File: src/rtl/status_input_ctrl.sv
// Input side of the status display: synchronises and debounces the ON/OFF buttons and the
// open sensor, then runs the OFF/ON/OPEN/ERR status FSM that drives the one-hot result flags.
module status_input_ctrl #(
   parameter int DEBOUNCE_CYCLES = 500_000,
   parameter int ERR_HOLD_CYCLES = 100_000_000,
   parameter int CNT_W           = 27
) (
   input  logic clk_50MHz,
   input  logic reset_button,
   input  logic btn_on_raw,
   input  logic btn_off_raw,
   input  logic sw_open_raw,
   output logic result_on,
   output logic result_off,
   output logic result_err,
   output logic result_open
);

   localparam logic [CNT_W-1:0] DEB_LAST  = CNT_W'(DEBOUNCE_CYCLES - 1);
   localparam logic [CNT_W-1:0] HOLD_LAST = CNT_W'(ERR_HOLD_CYCLES - 1);

   typedef enum logic [1:0] {
      ST_OFF,
      ST_ON,
      ST_OPEN,
      ST_ERR
   } state_t;

   // Bit 0 = ON button, bit 1 = OFF button, bit 2 = open sensor.
   logic [2:0]       raw_in;
   logic [2:0]       sync_1;
   logic [2:0]       sync_2;
   logic [2:0]       deb;
   logic [1:0]       deb_prev;
   logic [CNT_W-1:0] deb_cnt [3];

   state_t           state;
   state_t           next_state;
   logic [CNT_W-1:0] hold_cnt;
   logic [CNT_W-1:0] next_hold_cnt;

   logic             press_on;
   logic             press_off;
   logic             both_held;
   logic             open_level;

   assign raw_in = {sw_open_raw, btn_off_raw, btn_on_raw};

   // A new level is accepted only after the synchronised input has disagreed with the
   // debounced level for DEBOUNCE_CYCLES consecutive cycles; any agreement restarts the count.
   always_ff @(posedge clk_50MHz or posedge reset_button) begin
      if (reset_button) begin
         sync_1   <= '0;
         sync_2   <= '0;
         deb      <= '0;
         deb_prev <= '0;
         for (int i = 0; i < 3; i++) begin
            deb_cnt[i] <= '0;
         end
      end else begin
         sync_1   <= raw_in;
         sync_2   <= sync_1;
         deb_prev <= deb[1:0];
         for (int i = 0; i < 3; i++) begin
            if (sync_2[i] == deb[i]) begin
               deb_cnt[i] <= '0;
            end else if (deb_cnt[i] == DEB_LAST) begin
               deb[i]     <= sync_2[i];
               deb_cnt[i] <= '0;
            end else begin
               deb_cnt[i] <= deb_cnt[i] + 1'b1;
            end
         end
      end
   end

   assign press_on   = deb[0] & ~deb_prev[0];
   assign press_off  = deb[1] & ~deb_prev[1];
   assign both_held  = deb[0] & deb[1];
   assign open_level = deb[2];

   // State, hold counter and the one-hot flags all update together so the flags never lag.
   always_ff @(posedge clk_50MHz or posedge reset_button) begin
      if (reset_button) begin
         state       <= ST_OFF;
         hold_cnt    <= '0;
         result_on   <= 1'b0;
         result_off  <= 1'b1;
         result_err  <= 1'b0;
         result_open <= 1'b0;
      end else begin
         state       <= next_state;
         hold_cnt    <= next_hold_cnt;
         result_on   <= (next_state == ST_ON);
         result_off  <= (next_state == ST_OFF);
         result_err  <= (next_state == ST_ERR);
         result_open <= (next_state == ST_OPEN);
      end
   end

   // Both buttons held wins over everything and restarts the ERR hold; ERR ignores the
   // sensor and presses until the hold has fully elapsed.
   always_comb begin
      next_state    = state;
      next_hold_cnt = '0;
      if (both_held) begin
         next_state    = ST_ERR;
         next_hold_cnt = '0;
      end else begin
         case (state)
            ST_ERR: begin
               if (hold_cnt == HOLD_LAST) begin
                  next_state = ST_OFF;
               end else begin
                  next_hold_cnt = hold_cnt + 1'b1;
               end
            end
            ST_OFF: begin
               if (open_level) begin
                  next_state = ST_OPEN;
               end else if (press_on) begin
                  next_state = ST_ON;
               end
            end
            ST_ON: begin
               if (open_level) begin
                  next_state = ST_OPEN;
               end else if (press_off) begin
                  next_state = ST_OFF;
               end
            end
            ST_OPEN: begin
               if (!open_level) begin
                  next_state = ST_OFF;
               end
            end
            default: begin
               next_state = ST_OFF;
            end
         endcase
      end
   end

endmodule

File: config.mk
export PLATFORM = sky130hd
export DESIGN_NAME = status_input_ctrl
export DESIGN_NICKNAME = d
export VERILOG_FILES = /design/src/rtl/status_input_ctrl.sv
export SDC_FILE = /design/constraint.sdc
export NUM_CORES = 1
export LEC_CHECK = 0
export BUFFER_PORTS_ARGS = -buffer_cell sky130_fd_sc_hd__buf_4
export CAP_MARGIN = 20
export CORE_MARGIN = 5
export CORE_UTILIZATION = 40
export DETAILED_ROUTE_END_ITERATION = 10
export SETUP_SLACK_MARGIN = 0.15
export SYNTH_ARGS = -nofsm -noshare
export SYNTH_HDL_FRONTEND = slang
export SYNTH_SLANG_ARGS = --single-unit
File: constraint.sdc
create_clock -name clk_50MHz -period 4.6 [get_ports clk_50MHz]
set_clock_uncertainty 0.2 [all_clocks]
set_input_delay 1.38 -clock clk_50MHz [delete_from_list [all_inputs] [get_ports clk_50MHz]]
set_output_delay 1.38 -clock clk_50MHz [all_outputs]
set_load 0.1 [all_outputs]
==> results of run 1 <==
worst register-to-register path, stage by stage, from the launching register on:
cell and delay (ns):
sky130_fd_sc_hd__dfrtp_1 0.43, sky130_fd_sc_hd__or4b_1 0.60, sky130_fd_sc_hd__o41ai_4 0.92, sky130_fd_sc_hd__buf_4 0.32, sky130_fd_sc_hd__a21oi_1 0.06
stage by stage:
stage,cells,util
floorplan,637,-
global placement,837,0.428
detailed placement,838,0.430
CTS,870,0.470
global route,871,0.472
finish,871,0.472
per-layer routing:
layer	vias to the layer above	part of all wire	track usage	wire length, um
met4	0	0.011	0.0469	147
met3	16	0.028	0.0458	365
met2	55	0.47	0.241	6140
met1	2385	0.49	0.211	6280
li1	2385	-	-	-
met5	-	0	0	0
layout make-up:
type,count,area (sq um)
clock inverter,12,161
inverter,15,60.1
fill,1405,8060
multi-input combinational,472,2960
sequential,125,3130
clock buffer,20,457
tap,211,264
timing repair buffer,16,165
cell usage after synthesis (all sizes together) (12+ instances only):
cell type and count:
a211oi 12, a21oi 35, buf 12, clkbuf 13
dfrtp 124, inv 15, nand2 38, nand3 39
nand4 32, nor2 59, nor3 25, nor4 20
o21ai 30, o31ai 15, or3 32, or4 21
xnor2 32, xor2 24
registers in the layout, summed over array words and instances, names as in the netlist:
name	cells
deb	3
sync_1	3
result_off	1
result_on	1
result_err	1
state	2
deb_cnt	81
result_open	1
hold_cnt	27
sync_2	3
deb_prev	2
power breakdown:
| group | total, mW | switching (mW) | leakage (nW) | internal (mW) |
|---|---|---|---|---|
| sequential | 1.12 | 0.00985 | 1.72 | 1.11 |
| clock | 1.39 | 0.504 | 0.282 | 0.884 |
| combinational | 0.0589 | 0.0417 | 0.746 | 0.0172 |
| total | 2.57 | 0.556 | 2.75 | 2.01 |
kinds of logic after synthesis:
group                    after synthesis  synth area share
XOR/XNOR                              56            0.0786
multiplexers                           3           0.00541
flip-flops                           125             0.501
AND/OR/NAND/NOR                      309             0.278
adder cells (fa/ha/maj)                4           0.00802
AO/OA/AOI/OAI                        100             0.102
buffers and inverters                 40            0.0271
worst max-delay path by stage:
stage            startpoint           to  slack, ns
6_report         result_off   result_off       1.79
5_1_grt          result_off   result_off       1.75
4_1_cts          result_off   result_off       1.76
3_5_place_dp   reset_button  hold_cnt[5]       1.86
3_3_place_gp   reset_button  hold_cnt[5]       1.91
2_1_floorplan  reset_button       deb[0]       1.48
==> impl_metrics.xml, run 1 <==
<?xml version="1.0" encoding="UTF-8"?>
<metrics>
  <group name="status">
    <metric name="outcome" unit="">finished clean</metric>
  </group>
  <group name="synthesis">
    <metric name="post_synthesis_async_set_or_reset_flop_share" unit="">1.00</metric>
    <metric name="synth_top_area_share" unit="">0.497</metric>
    <metric name="synth.largest_area_cell" unit="">sky130_fd_sc_hd__dfrtp_1</metric>
    <metric name="edff_count_synth" unit="">0</metric>
    <metric name="synth_seq_cells" unit="">125</metric>
    <metric name="post_synth.cell_area_avg" unit="sq um">9.80</metric>
    <metric name="ys_top_cells_by_area" unit="">sky130_fd_sc_hd__dfrtp_1 (50%), sky130_fd_sc_hd__xnor2_1 (4.5%), sky130_fd_sc_hd__nor2_1 (3.5%)</metric>
    <metric name="synthesis.nets" unit="">646</metric>
    <metric name="post_synth_num_cell_types" unit="">46</metric>
    <metric name="netlist_instances" unit="">637</metric>
    <metric name="yosys_most_used_dff" unit="">sky130_fd_sc_hd__dfrtp_1</metric>
    <metric name="yosysWarnings" unit="">0</metric>
    <metric name="synth-seq-area-share" unit="">0.501</metric>
    <metric name="synth.cell_area" unit="sq mm">0.00624</metric>
  </group>
  <group name="hold_path">
    <metric name="holdPathStages" unit="">0</metric>
    <metric name="hp-start" unit="">sync_1[2]</metric>
    <metric name="whs_endpoint" unit="">sync_2[2]</metric>
    <metric name="hold_path.class" unit="">reg -&gt; reg</metric>
  </group>
  <group name="timing">
    <metric name="fin_setup_tns" unit="ns">0</metric>
    <metric name="slew_headroom" unit="">0.308</metric>
    <metric name="period_minus_slack" unit="ns">2.81</metric>
    <metric name="fin_crit_sh" unit="">0.610</metric>
    <metric name="final_max_slew_viols" unit="">0</metric>
    <metric name="final_critical_path_setup_slack" unit="ns">1.79</metric>
    <metric name="holdWs" unit="ns">0.148</metric>
    <metric name="rsz0062_at_grt" unit="">false</metric>
    <metric name="max_freq" unit="GHz">0.356</metric>
    <metric name="report.final.setup_viol" unit="">0</metric>
    <metric name="timing.final.hold_violations" unit="">0</metric>
    <metric name="worstMarginPinSlew" unit="ns">1.04</metric>
  </group>
  <group name="drt">
    <metric name="ant_nets" unit="">0</metric>
    <metric name="initialDrtViolationCount" unit="">369</metric>
    <metric name="drc_errors" unit="">0</metric>
    <metric name="viasPerCell" unit="">5.56</metric>
    <metric name="routed_wirelength" unit="um">12900</metric>
    <metric name="route.vias.total" unit="">4841</metric>
    <metric name="first_pass_iters" unit="">5</metric>
    <metric name="wl_per_cell" unit="um">14.8</metric>
  </group>
  <group name="finish">
    <metric name="area_delta_synth_final" unit="%">15.3</metric>
    <metric name="post-route-cell-area" unit="sq mm">0.00719</metric>
    <metric name="final_nets" unit="">656</metric>
    <metric name="mostFrequentLayoutCells" unit="">sky130_fd_sc_hd__dfrtp_1 (124), sky130_fd_sc_hd__nor2_1 (59), sky130_fd_sc_hd__nand3_1 (38), sky130_fd_sc_hd__nand2_1 (38), sky130_fd_sc_hd__a21oi_1 (35)</metric>
    <metric name="final_layout_size_suffix_gt1_frac" unit="">0.106</metric>
    <metric name="layout.cells.most_common" unit="">sky130_fd_sc_hd__dfrtp_1</metric>
    <metric name="insertedDiodeCount" unit="">0</metric>
  </group>
  <group name="clock_network">
    <metric name="post_cts.repair.setup_buffers" unit="">0</metric>
    <metric name="post_cts_hold_buffer_count" unit="">0</metric>
    <metric name="clk_path_buf_depth" unit="">2</metric>
    <metric name="clk-insertion-delay-late" unit="ns">0.41</metric>
    <metric name="cts_resized" unit="">0</metric>
    <metric name="clock_sinks" unit="">125</metric>
    <metric name="cts_root_buffer" unit="">sky130_fd_sc_hd__clkbuf_16</metric>
    <metric name="numCtsBuffers" unit="">17</metric>
    <metric name="tritoncts" unit="">yes</metric>
    <metric name="cts_max_level" unit="">4</metric>
    <metric name="clkTransAtPathRegs" unit="ns">0.06</metric>
  </group>
  <group name="power_and_ir_drop">
    <metric name="p_total" unit="mW">2.57</metric>
    <metric name="power.static_leakage" unit="nW">2.75</metric>
    <metric name="vdd.ir_drop.worst" unit="mV">0.269</metric>
    <metric name="power-per-cell-area" unit="mW/mm^2">357</metric>
  </group>
  <group name="placed_design">
    <metric name="portBuffers" unit="">8</metric>
    <metric name="gp_routability_congestion" unit="">0.782</metric>
    <metric name="dp.final_hpwl" unit="um">8580</metric>
    <metric name="post-place-ws" unit="ns">1.86</metric>
    <metric name="detailed_place.area" unit="sq mm">0.00656</metric>
  </group>
  <group name="worst_setup_path">
    <metric name="cp_slowest_cell" unit="">sky130_fd_sc_hd__dfstp_2</metric>
    <metric name="rr_endpoint" unit="">deb_cnt[44]</metric>
    <metric name="critPathKind" unit="">reg -&gt; out</metric>
    <metric name="worst_ep_arrival_time" unit="ns">1.23</metric>
    <metric name="path_cells" unit="">buf_4</metric>
    <metric name="critical_path.n_buffers_inverters" unit="">1</metric>
    <metric name="worst-path-stages" unit="">1</metric>
    <metric name="critical-path-top-delay-family" unit="">flip-flops</metric>
    <metric name="cp_slowest_stage_delay" unit="ns">0.53</metric>
    <metric name="crit_path_end_kind" unit="">primary output</metric>
    <metric name="ff2ff_setup_slack" unit="ns">1.94</metric>
    <metric name="crit-reg2reg-launch" unit="">deb_cnt[38]</metric>
    <metric name="worst-path-max-fanout" unit="">1</metric>
    <metric name="r2r.worst_path.cells" unit="">4</metric>
    <metric name="cp_data_required_time" unit="ns">3.02</metric>
    <metric name="worstSetupStartpointType" unit="">flop</metric>
  </group>
  <group name="job">
    <metric name="cap_violations" unit="">0</metric>
  </group>
  <group name="global_routing">
    <metric name="global_route.overflow_total" unit="">0</metric>
    <metric name="initial_antenna_violation_count" unit="">0</metric>
    <metric name="grt_pass1_wl" unit="um">23300</metric>
    <metric name="grt_start_max_net_pins" unit="">47</metric>
    <metric name="via_count_of_the_first_global_routing_pass" unit="">4842</metric>
    <metric name="globalRouteTotalUtil" unit="">0.155</metric>
  </group>
  <group name="die">
    <metric name="floorplan.die.height" unit="um">135</metric>
    <metric name="placeableCoreArea" unit="sq mm">0.0153</metric>
    <metric name="ioPinCount" unit="">9</metric>
    <metric name="fp.dieArea" unit="sq mm">0.0182</metric>
    <metric name="initial_core_util" unit="">0.409</metric>
    <metric name="rows" unit="">45</metric>
    <metric name="die_w" unit="um">135</metric>
  </group>
</metrics>
Note: power is estimated with default switching activity, not from simulation.
==> run 2, diff against run 1 <==
==> constraint.sdc (replaced) <==
create_clock -name clk_50MHz -period 2.9 [get_ports clk_50MHz]
set_clock_uncertainty 0.2 [all_clocks]
set_input_delay 0.87 -clock clk_50MHz [delete_from_list [all_inputs] [get_ports clk_50MHz]]
set_output_delay 0.87 -clock clk_50MHz [all_outputs]
set_load 0.1 [all_outputs]
==> impl_metrics.xml, run 2 (synthesis results as in run 1) <==
<?xml version="1.0" encoding="UTF-8"?>
<metrics>
  <group name="drt">
    <metric name="first_pass_iters" unit="">5</metric>
    <metric name="initialDrtViolationCount" unit="">393</metric>
    <metric name="drc_errors" unit="">0</metric>
    <metric name="route.vias.total" unit="">4798</metric>
    <metric name="viasPerCell" unit="">5.50</metric>
    <metric name="routed_wirelength" unit="um">12800</metric>
    <metric name="wl_per_cell" unit="um">14.7</metric>
    <metric name="ant_nets" unit="">0</metric>
  </group>
  <group name="worst_setup_path">
    <metric name="crit-reg2reg-launch" unit="">deb_cnt[54]</metric>
    <metric name="crit_path_end_kind" unit="">flop</metric>
    <metric name="cp_data_required_time" unit="ns">3.04</metric>
    <metric name="critPathKind" unit="">reg -&gt; reg</metric>
    <metric name="rr_endpoint" unit="">deb_cnt[80]</metric>
    <metric name="ff2ff_setup_slack" unit="ns">0.45</metric>
    <metric name="cp_slowest_stage_delay" unit="ns">0.73</metric>
    <metric name="worst-path-max-fanout" unit="">10</metric>
    <metric name="worst_ep_arrival_time" unit="ns">2.59</metric>
    <metric name="critical_path.n_buffers_inverters" unit="">0</metric>
    <metric name="r2r.worst_path.cells" unit="">5</metric>
    <metric name="path_cells" unit="">ha_1 &gt; nand4_1 &gt; or4_1 &gt; or3_1 &gt; a21oi_1</metric>
    <metric name="worstSetupStartpointType" unit="">flop</metric>
    <metric name="cp_slowest_cell" unit="">sky130_fd_sc_hd__or4_1</metric>
    <metric name="critical-path-top-delay-family" unit="">simple AND/OR/NAND/NOR gates</metric>
  </group>
  <group name="power_and_ir_drop">
    <metric name="clock_power_share" unit="">0.541</metric>
    <metric name="p_sw_frac" unit="">0.198</metric>
    <metric name="power-per-cell-area" unit="mW/mm^2">566</metric>
    <metric name="vdd.ir_drop.worst" unit="mV">0.439</metric>
    <metric name="pwr-share-comb" unit="">0.023</metric>
    <metric name="power_frac_seq" unit="">0.436</metric>
    <metric name="power.static_leakage" unit="nW">2.78</metric>
    <metric name="net-switching-power" unit="mW">0.809</metric>
    <metric name="power_report.internal_total" unit="mW">3.27</metric>
  </group>
  <group name="timing">
    <metric name="worstMarginPinSlew" unit="ns">0.551</metric>
    <metric name="fin_setup_tns" unit="ns">0</metric>
    <metric name="max_freq" unit="GHz">0.409</metric>
    <metric name="timing.final.hold_violations" unit="">0</metric>
    <metric name="holdWs" unit="ns">0.150</metric>
    <metric name="period_minus_slack" unit="ns">2.45</metric>
    <metric name="slew_headroom" unit="">0.632</metric>
    <metric name="final_max_slew_viols" unit="">0</metric>
    <metric name="rsz0062_at_grt" unit="">false</metric>
    <metric name="fin_crit_sh" unit="">0.843</metric>
    <metric name="report.final.setup_viol" unit="">0</metric>
  </group>
  <group name="global_routing">
    <metric name="grt_start_max_net_pins" unit="">58</metric>
    <metric name="initial_antenna_violation_count" unit="">0</metric>
    <metric name="global_route.overflow_total" unit="">0</metric>
    <metric name="globalRouteTotalUtil" unit="">0.152</metric>
    <metric name="grt_pass1_wl" unit="um">22700</metric>
    <metric name="via_count_of_the_first_global_routing_pass" unit="">4766</metric>
  </group>
  <group name="finish">
    <metric name="final_layout_size_suffix_gt1_frac" unit="">0.106</metric>
    <metric name="layout.cells.most_common" unit="">sky130_fd_sc_hd__dfrtp_1</metric>
    <metric name="insertedDiodeCount" unit="">0</metric>
    <metric name="top_regs" unit="">deb_cnt: 81 flops, hold_cnt: 27 flops</metric>
    <metric name="largest_register_ff_count" unit="">81</metric>
    <metric name="final_nets" unit="">658</metric>
    <metric name="mostFrequentLayoutCells" unit="">sky130_fd_sc_hd__dfrtp_1 (124), sky130_fd_sc_hd__nor2_1 (59), sky130_fd_sc_hd__nand3_1 (38), sky130_fd_sc_hd__nand2_1 (38), sky130_fd_sc_hd__a21oi_1 (35)</metric>
    <metric name="area_delta_synth_final" unit="%">15.4</metric>
    <metric name="fillCellCount" unit="">1427</metric>
    <metric name="top_register" unit="">deb_cnt</metric>
  </group>
  <group name="die">
    <metric name="placeableCoreArea" unit="sq mm">0.0153</metric>
    <metric name="die_w" unit="um">135</metric>
    <metric name="ioPinCount" unit="">9</metric>
    <metric name="rows" unit="">45</metric>
    <metric name="floorplan.die.height" unit="um">135</metric>
    <metric name="initial_core_util" unit="">0.409</metric>
    <metric name="fp.dieArea" unit="sq mm">0.0182</metric>
  </group>
  <group name="job">
    <metric name="cap_violations" unit="">0</metric>
  </group>
  <group name="placed_design">
    <metric name="dp.final_hpwl" unit="um">8690</metric>
    <metric name="portBuffers" unit="">8</metric>
    <metric name="gp_routability_congestion" unit="">0.826</metric>
  </group>
  <group name="status">
    <metric name="outcome" unit="">finished clean</metric>
  </group>
  <group name="clock_network">
    <metric name="cts_resized" unit="">0</metric>
    <metric name="clk_path_buf_depth" unit="">2</metric>
    <metric name="post_cts_hold_buffer_count" unit="">0</metric>
    <metric name="cts_root_buffer" unit="">sky130_fd_sc_hd__clkbuf_16</metric>
    <metric name="numCtsBuffers" unit="">17</metric>
    <metric name="clk-insertion-delay-late" unit="ns">0.42</metric>
    <metric name="tritoncts" unit="">yes</metric>
    <metric name="clkTransAtPathRegs" unit="ns">0.06</metric>
    <metric name="post_cts.repair.setup_buffers" unit="">0</metric>
    <metric name="cts_max_level" unit="">4</metric>
    <metric name="clock_sinks" unit="">125</metric>
  </group>
  <group name="hold_path">
    <metric name="whs_endpoint" unit="">sync_2[2]</metric>
    <metric name="hold_path.class" unit="">reg -&gt; reg</metric>
    <metric name="hp-start" unit="">sync_1[2]</metric>
    <metric name="holdPathStages" unit="">0</metric>
  </group>
</metrics>
## run 2: cell types whose count changed in the layout (fill, tap and decap cells not counted)
cell	previous run	this run
sky130_fd_sc_hd__clkinv_4	1	0
sky130_fd_sc_hd__clkbuf_8	2	6
sky130_fd_sc_hd__buf_12	2	3
sky130_fd_sc_hd__inv_6	2	0
sky130_fd_sc_hd__clkinvlp_4	7	1
sky130_fd_sc_hd__buf_16	1	0
sky130_fd_sc_hd__buf_4	13	15
sky130_fd_sc_hd__clkbuf_1	1	2
sky130_fd_sc_hd__clkinv_2	0	3
## run 2: stage by stage
stage,power (mW),setup slack (ns),instances,utilization,cell area [sq um]
after CTS,4.14,0.472,872,0.472,7200
final,4.08,0.455,872,0.472,7200
after floorplan,1.87,0.292,637,-,6250
after global placement,1.90,0.515,841,0.431,6580
after detailed placement,1.90,0.471,841,0.431,6580
after global routing,4.23,0.298,872,0.472,7200
## run 2: metal layers
layer	share of wire	global-route usage	vias up	wire length (um)
li1	-	-	2373	-
met1	0.48	0.199	2356	6100
met2	0.48	0.240	53	6110
met3	0.027	0.0391	16	341
met4	0.018	0.0645	0	233
met5	0	0	-	0
## run 2: worst max-delay path by stage
| stage | start | end | slack (ns) | cells after the start |
|---|---|---|---|---|
| 6_report | deb_cnt[54] | deb_cnt[80] | 0.45 | 5 |
| 5_1_grt | deb_cnt[54] | deb_cnt[80] | 0.30 | 5 |
| 4_1_cts | deb_cnt[54] | deb_cnt[80] | 0.47 | 5 |
| 3_5_place_dp | deb_cnt[27] | deb_cnt[45] | 0.47 | 5 |
| 3_3_place_gp | deb_cnt[0] | deb_cnt[26] | 0.51 | 5 |
| 2_1_floorplan | reset_button | deb[0] | 0.29 | 1 |
## run 2: power by group through the flow
stage	Clock [mW]	Combinational [mW]	Sequential, mW
floorplan	0	0.0635	1.80
global placement	0	0.0955	1.80
detailed placement	0	0.0981	1.81
CTS	2.26	0.0985	1.78
global route	2.35	0.110	1.78
finish	2.21	0.0935	1.78
## run 2: final cells by class
| type | count | area (sq um) | area share |
|---|---|---|---|
| Clock inverter | 6 | 105 | 0.0146 |
| Inverter | 15 | 60.1 | 0.00834 |
| Multi-Input combinational cell | 472 | 2960 | 0.411 |
| Timing Repair Buffer | 18 | 173 | 0.0240 |
| Clock buffer | 25 | 515 | 0.0716 |
| Sequential cell | 125 | 3130 | 0.434 |
| Tap cell | 211 | 264 | 0.0366 |
## run 2: worst register-to-register path, delay by kind of cell, from the launching register on
| kind | cells | cell delay [ns] |
|---|---|---|
| AOI/OAI and AO/OA | 1 | 0.15 |
| and+or+nand+nor | 3 | 1.38 |
| adders and majority gates | 1 | 0.24 |
| DFF | 1 | 0.40 |
==> run 3, diff against run 2 <==
==> constraint.sdc (replaced) <==
create_clock -name clk_50MHz -period 2 [get_ports clk_50MHz]
set_clock_uncertainty 0.2 [all_clocks]
set_input_delay 0.6 -clock clk_50MHz [delete_from_list [all_inputs] [get_ports clk_50MHz]]
set_output_delay 0.6 -clock clk_50MHz [all_outputs]
set_load 0.1 [all_outputs]
==> impl_metrics.xml, run 3 (synthesis results as in run 1) <==
<?xml version="1.0" encoding="UTF-8"?>
<metrics>
  <group name="clock_network">
    <metric name="clkTransAtPathRegs" unit="ns">0.06</metric>
    <metric name="clock_sinks" unit="">125</metric>
    <metric name="numCtsBuffers" unit="">17</metric>
    <metric name="clk-insertion-delay-late" unit="ns">0.42</metric>
    <metric name="tritoncts" unit="">yes</metric>
    <metric name="clk_path_buf_depth" unit="">2</metric>
    <metric name="cts_max_level" unit="">4</metric>
    <metric name="cts_root_buffer" unit="">sky130_fd_sc_hd__clkbuf_16</metric>
  </group>
  <group name="finish">
    <metric name="layout.cells.most_common" unit="">sky130_fd_sc_hd__buf_4</metric>
    <metric name="final_layout_size_suffix_gt1_frac" unit="">0.426</metric>
    <metric name="insertedDiodeCount" unit="">0</metric>
    <metric name="multi_input_comb_area" unit="sq mm">0.00357</metric>
    <metric name="seqCellArea" unit="sq mm">0.00314</metric>
    <metric name="largest_register_ff_count" unit="">81</metric>
    <metric name="area_delta_synth_final" unit="%">47.7</metric>
    <metric name="finalCoreUtilization" unit="">0.604</metric>
    <metric name="top_register" unit="">deb_cnt</metric>
    <metric name="mostFrequentLayoutCells" unit="">sky130_fd_sc_hd__buf_4 (132), sky130_fd_sc_hd__dfrtp_1 (119), sky130_fd_sc_hd__nand2_1 (38)</metric>
    <metric name="final_nets" unit="">811</metric>
    <metric name="fillCellCount" unit="">1193</metric>
    <metric name="top_regs" unit="">deb_cnt: 81 flops, hold_cnt: 27 flops</metric>
  </group>
  <group name="drt">
    <metric name="first_pass_iters" unit="">5</metric>
    <metric name="routed_wirelength" unit="um">16800</metric>
    <metric name="drc_errors" unit="">0</metric>
    <metric name="wl_per_cell" unit="um">16.4</metric>
    <metric name="initialDrtViolationCount" unit="">315</metric>
    <metric name="viasPerCell" unit="">5.49</metric>
    <metric name="ant_nets" unit="">0</metric>
    <metric name="route.vias.total" unit="">5632</metric>
  </group>
  <group name="hold_path">
    <metric name="holdPathStages" unit="">1</metric>
    <metric name="hold_path.class" unit="">in -&gt; reg</metric>
    <metric name="hp-start" unit="">btn_on_raw</metric>
    <metric name="whs_endpoint" unit="">sync_1[0]</metric>
  </group>
  <group name="global_routing">
    <metric name="grt_pass1_wl" unit="um">27800</metric>
    <metric name="globalRouteTotalUtil" unit="">0.189</metric>
    <metric name="grt_start_max_net_pins" unit="">47</metric>
    <metric name="global_route.overflow_total" unit="">0</metric>
    <metric name="via_count_of_the_first_global_routing_pass" unit="">5726</metric>
    <metric name="initial_antenna_violation_count" unit="">0</metric>
  </group>
  <group name="worst_setup_path">
    <metric name="worst_ep_arrival_time" unit="ns">2.18</metric>
    <metric name="crit_path_end_kind" unit="">flop</metric>
    <metric name="path_cells" unit="">or4b_4 &gt; o41ai_4 &gt; buf_4 &gt; buf_16 &gt; a21oi_2</metric>
    <metric name="critPathKind" unit="">reg -&gt; reg</metric>
    <metric name="worstSetupStartpointType" unit="">flop</metric>
    <metric name="worst-path-max-fanout" unit="">7</metric>
    <metric name="r2r.worst_path.cells" unit="">5</metric>
    <metric name="crit-reg2reg-launch" unit="">deb_cnt[38]</metric>
    <metric name="rr_endpoint" unit="">deb_cnt[51]</metric>
    <metric name="cp_slowest_cell" unit="">sky130_fd_sc_hd__or4b_4</metric>
    <metric name="ff2ff_setup_slack" unit="ns">-0.08</metric>
    <metric name="cp_slowest_stage_delay" unit="ns">0.58</metric>
    <metric name="cp_data_required_time" unit="ns">2.10</metric>
  </group>
  <group name="timing">
    <metric name="final_critical_path_setup_slack" unit="ns">-0.0797</metric>
    <metric name="report.final.setup_viol" unit="">65</metric>
    <metric name="timing.final.hold_violations" unit="">0</metric>
    <metric name="slew_headroom" unit="">0.704</metric>
    <metric name="worstMarginPinSlew" unit="ns">0.439</metric>
    <metric name="max_freq" unit="GHz">0.481</metric>
    <metric name="fin_setup_tns" unit="ns">-3.48</metric>
    <metric name="holdWs" unit="ns">0.0883</metric>
    <metric name="fin_crit_sh" unit="">1.04</metric>
    <metric name="final_max_slew_viols" unit="">0</metric>
    <metric name="rsz0062_at_grt" unit="">true</metric>
    <metric name="period_minus_slack" unit="ns">2.08</metric>
  </group>
  <group name="die">
    <metric name="placeableCoreArea" unit="sq mm">0.0153</metric>
    <metric name="fp.dieArea" unit="sq mm">0.0182</metric>
    <metric name="rows" unit="">45</metric>
    <metric name="die_w" unit="um">135</metric>
    <metric name="ioPinCount" unit="">9</metric>
    <metric name="floorplan.die.height" unit="um">135</metric>
    <metric name="initial_core_util" unit="">0.409</metric>
  </group>
  <group name="status">
    <metric name="outcome" unit="">finished, violations left</metric>
    <metric name="failed_checks" unit="">negative setup slack</metric>
  </group>
  <group name="power_and_ir_drop">
    <metric name="power.static_leakage" unit="nW">3.71</metric>
    <metric name="power-per-cell-area" unit="mW/mm^2">669</metric>
    <metric name="vdd.ir_drop.worst" unit="mV">0.607</metric>
  </group>
  <group name="placed_design">
    <metric name="gp_routability_congestion" unit="">0.852</metric>
    <metric name="dp.final_hpwl" unit="um">10200</metric>
    <metric name="portBuffers" unit="">8</metric>
  </group>
  <group name="job">
    <metric name="cap_violations" unit="">0</metric>
  </group>
</metrics>
[run 3: cell count changes in the layout (fill, tap and decap cells not counted), sizes merged]
cell      delta
inv          +1
or4          +1
clkbuf       -3
buf        +152
bufinv       +1
clkinvlp     +2
[run 3: through the flow]
stage | power, mW | cell area [sq um] | worst slack [ns] | cells
after floorplan | 2.72 | 6420 | -0.338 | 637
after global placement | 2.80 | 7480 | -0.0442 | 942
after detailed placement | 2.80 | 7480 | -0.0908 | 942
after CTS | 6.22 | 8840 | -0.0237 | 1016
after global routing | 6.38 | 9220 | -0.141 | 1026
final | 6.17 | 9220 | -0.0797 | 1026
[run 3: worst max path at each step]
| stage | from | end | slack, ns | cells after the start |
|---|---|---|---|---|
| 4_1_cts | deb_cnt[5] | deb_cnt[26] | -0.02 | 5 |
| 2_1_floorplan | reset_button | deb[0] | -0.34 | 1 |
| 3_5_place_dp | deb_cnt[27] | deb_cnt[49] | -0.09 | 5 |
| 6_report | deb_cnt[38] | deb_cnt[51] | -0.08 | 5 |
| 5_1_grt | hold_cnt[1] | hold_cnt[7] | -0.14 | 9 |
| 3_3_place_gp | deb_cnt[27] | deb_cnt[49] | -0.04 | 5 |
[run 3: layout make-up]
class / instances / area share
clock inverters: 10 / 0.0172
flip-flops and latches: 125 / 0.340
repair buffers: 170 / 0.168
multi-input cells: 473 / 0.387
inverters: 15 / 0.00651
clock buffers: 22 / 0.0525
well taps: 211 / 0.0286
[run 3: critical path, delay by kind of cell, from the launching register on]
family          cells  cell delay, ns
buf+inv             2            0.35
compound gates      2            0.43
simple gates        1            0.58
flops               1            0.40
[run 3: what timing repair did]
| action | 4_1_cts | 5_1_grt |
|---|---|---|
| setup endpoints to repair | 118 | 119 |
| gates resized for setup | 98 | 75 |
| hold buffers | 0 | 0 |
| buffers inserted | 34 | 9 |
| pin swaps | 28 | 25 |
| cloned | 8 | 1 |
[run 3: power by group]
group	switching [mW]	internal (mW)
clock	1.13	2.21
sequential	0.0257	2.55
combinational	0.140	0.104
[run 3: layer usage]
layer  vias up  global-route usage  wire length (um)  part of all wire
met4         0              0.0758               390             0.023
met5         -                   0                 0                 0
li1       2696                   -                 -                 -
met3        27              0.0354               462             0.028
met2        84               0.324              8600              0.51
met1      2825               0.235              7330              0.44
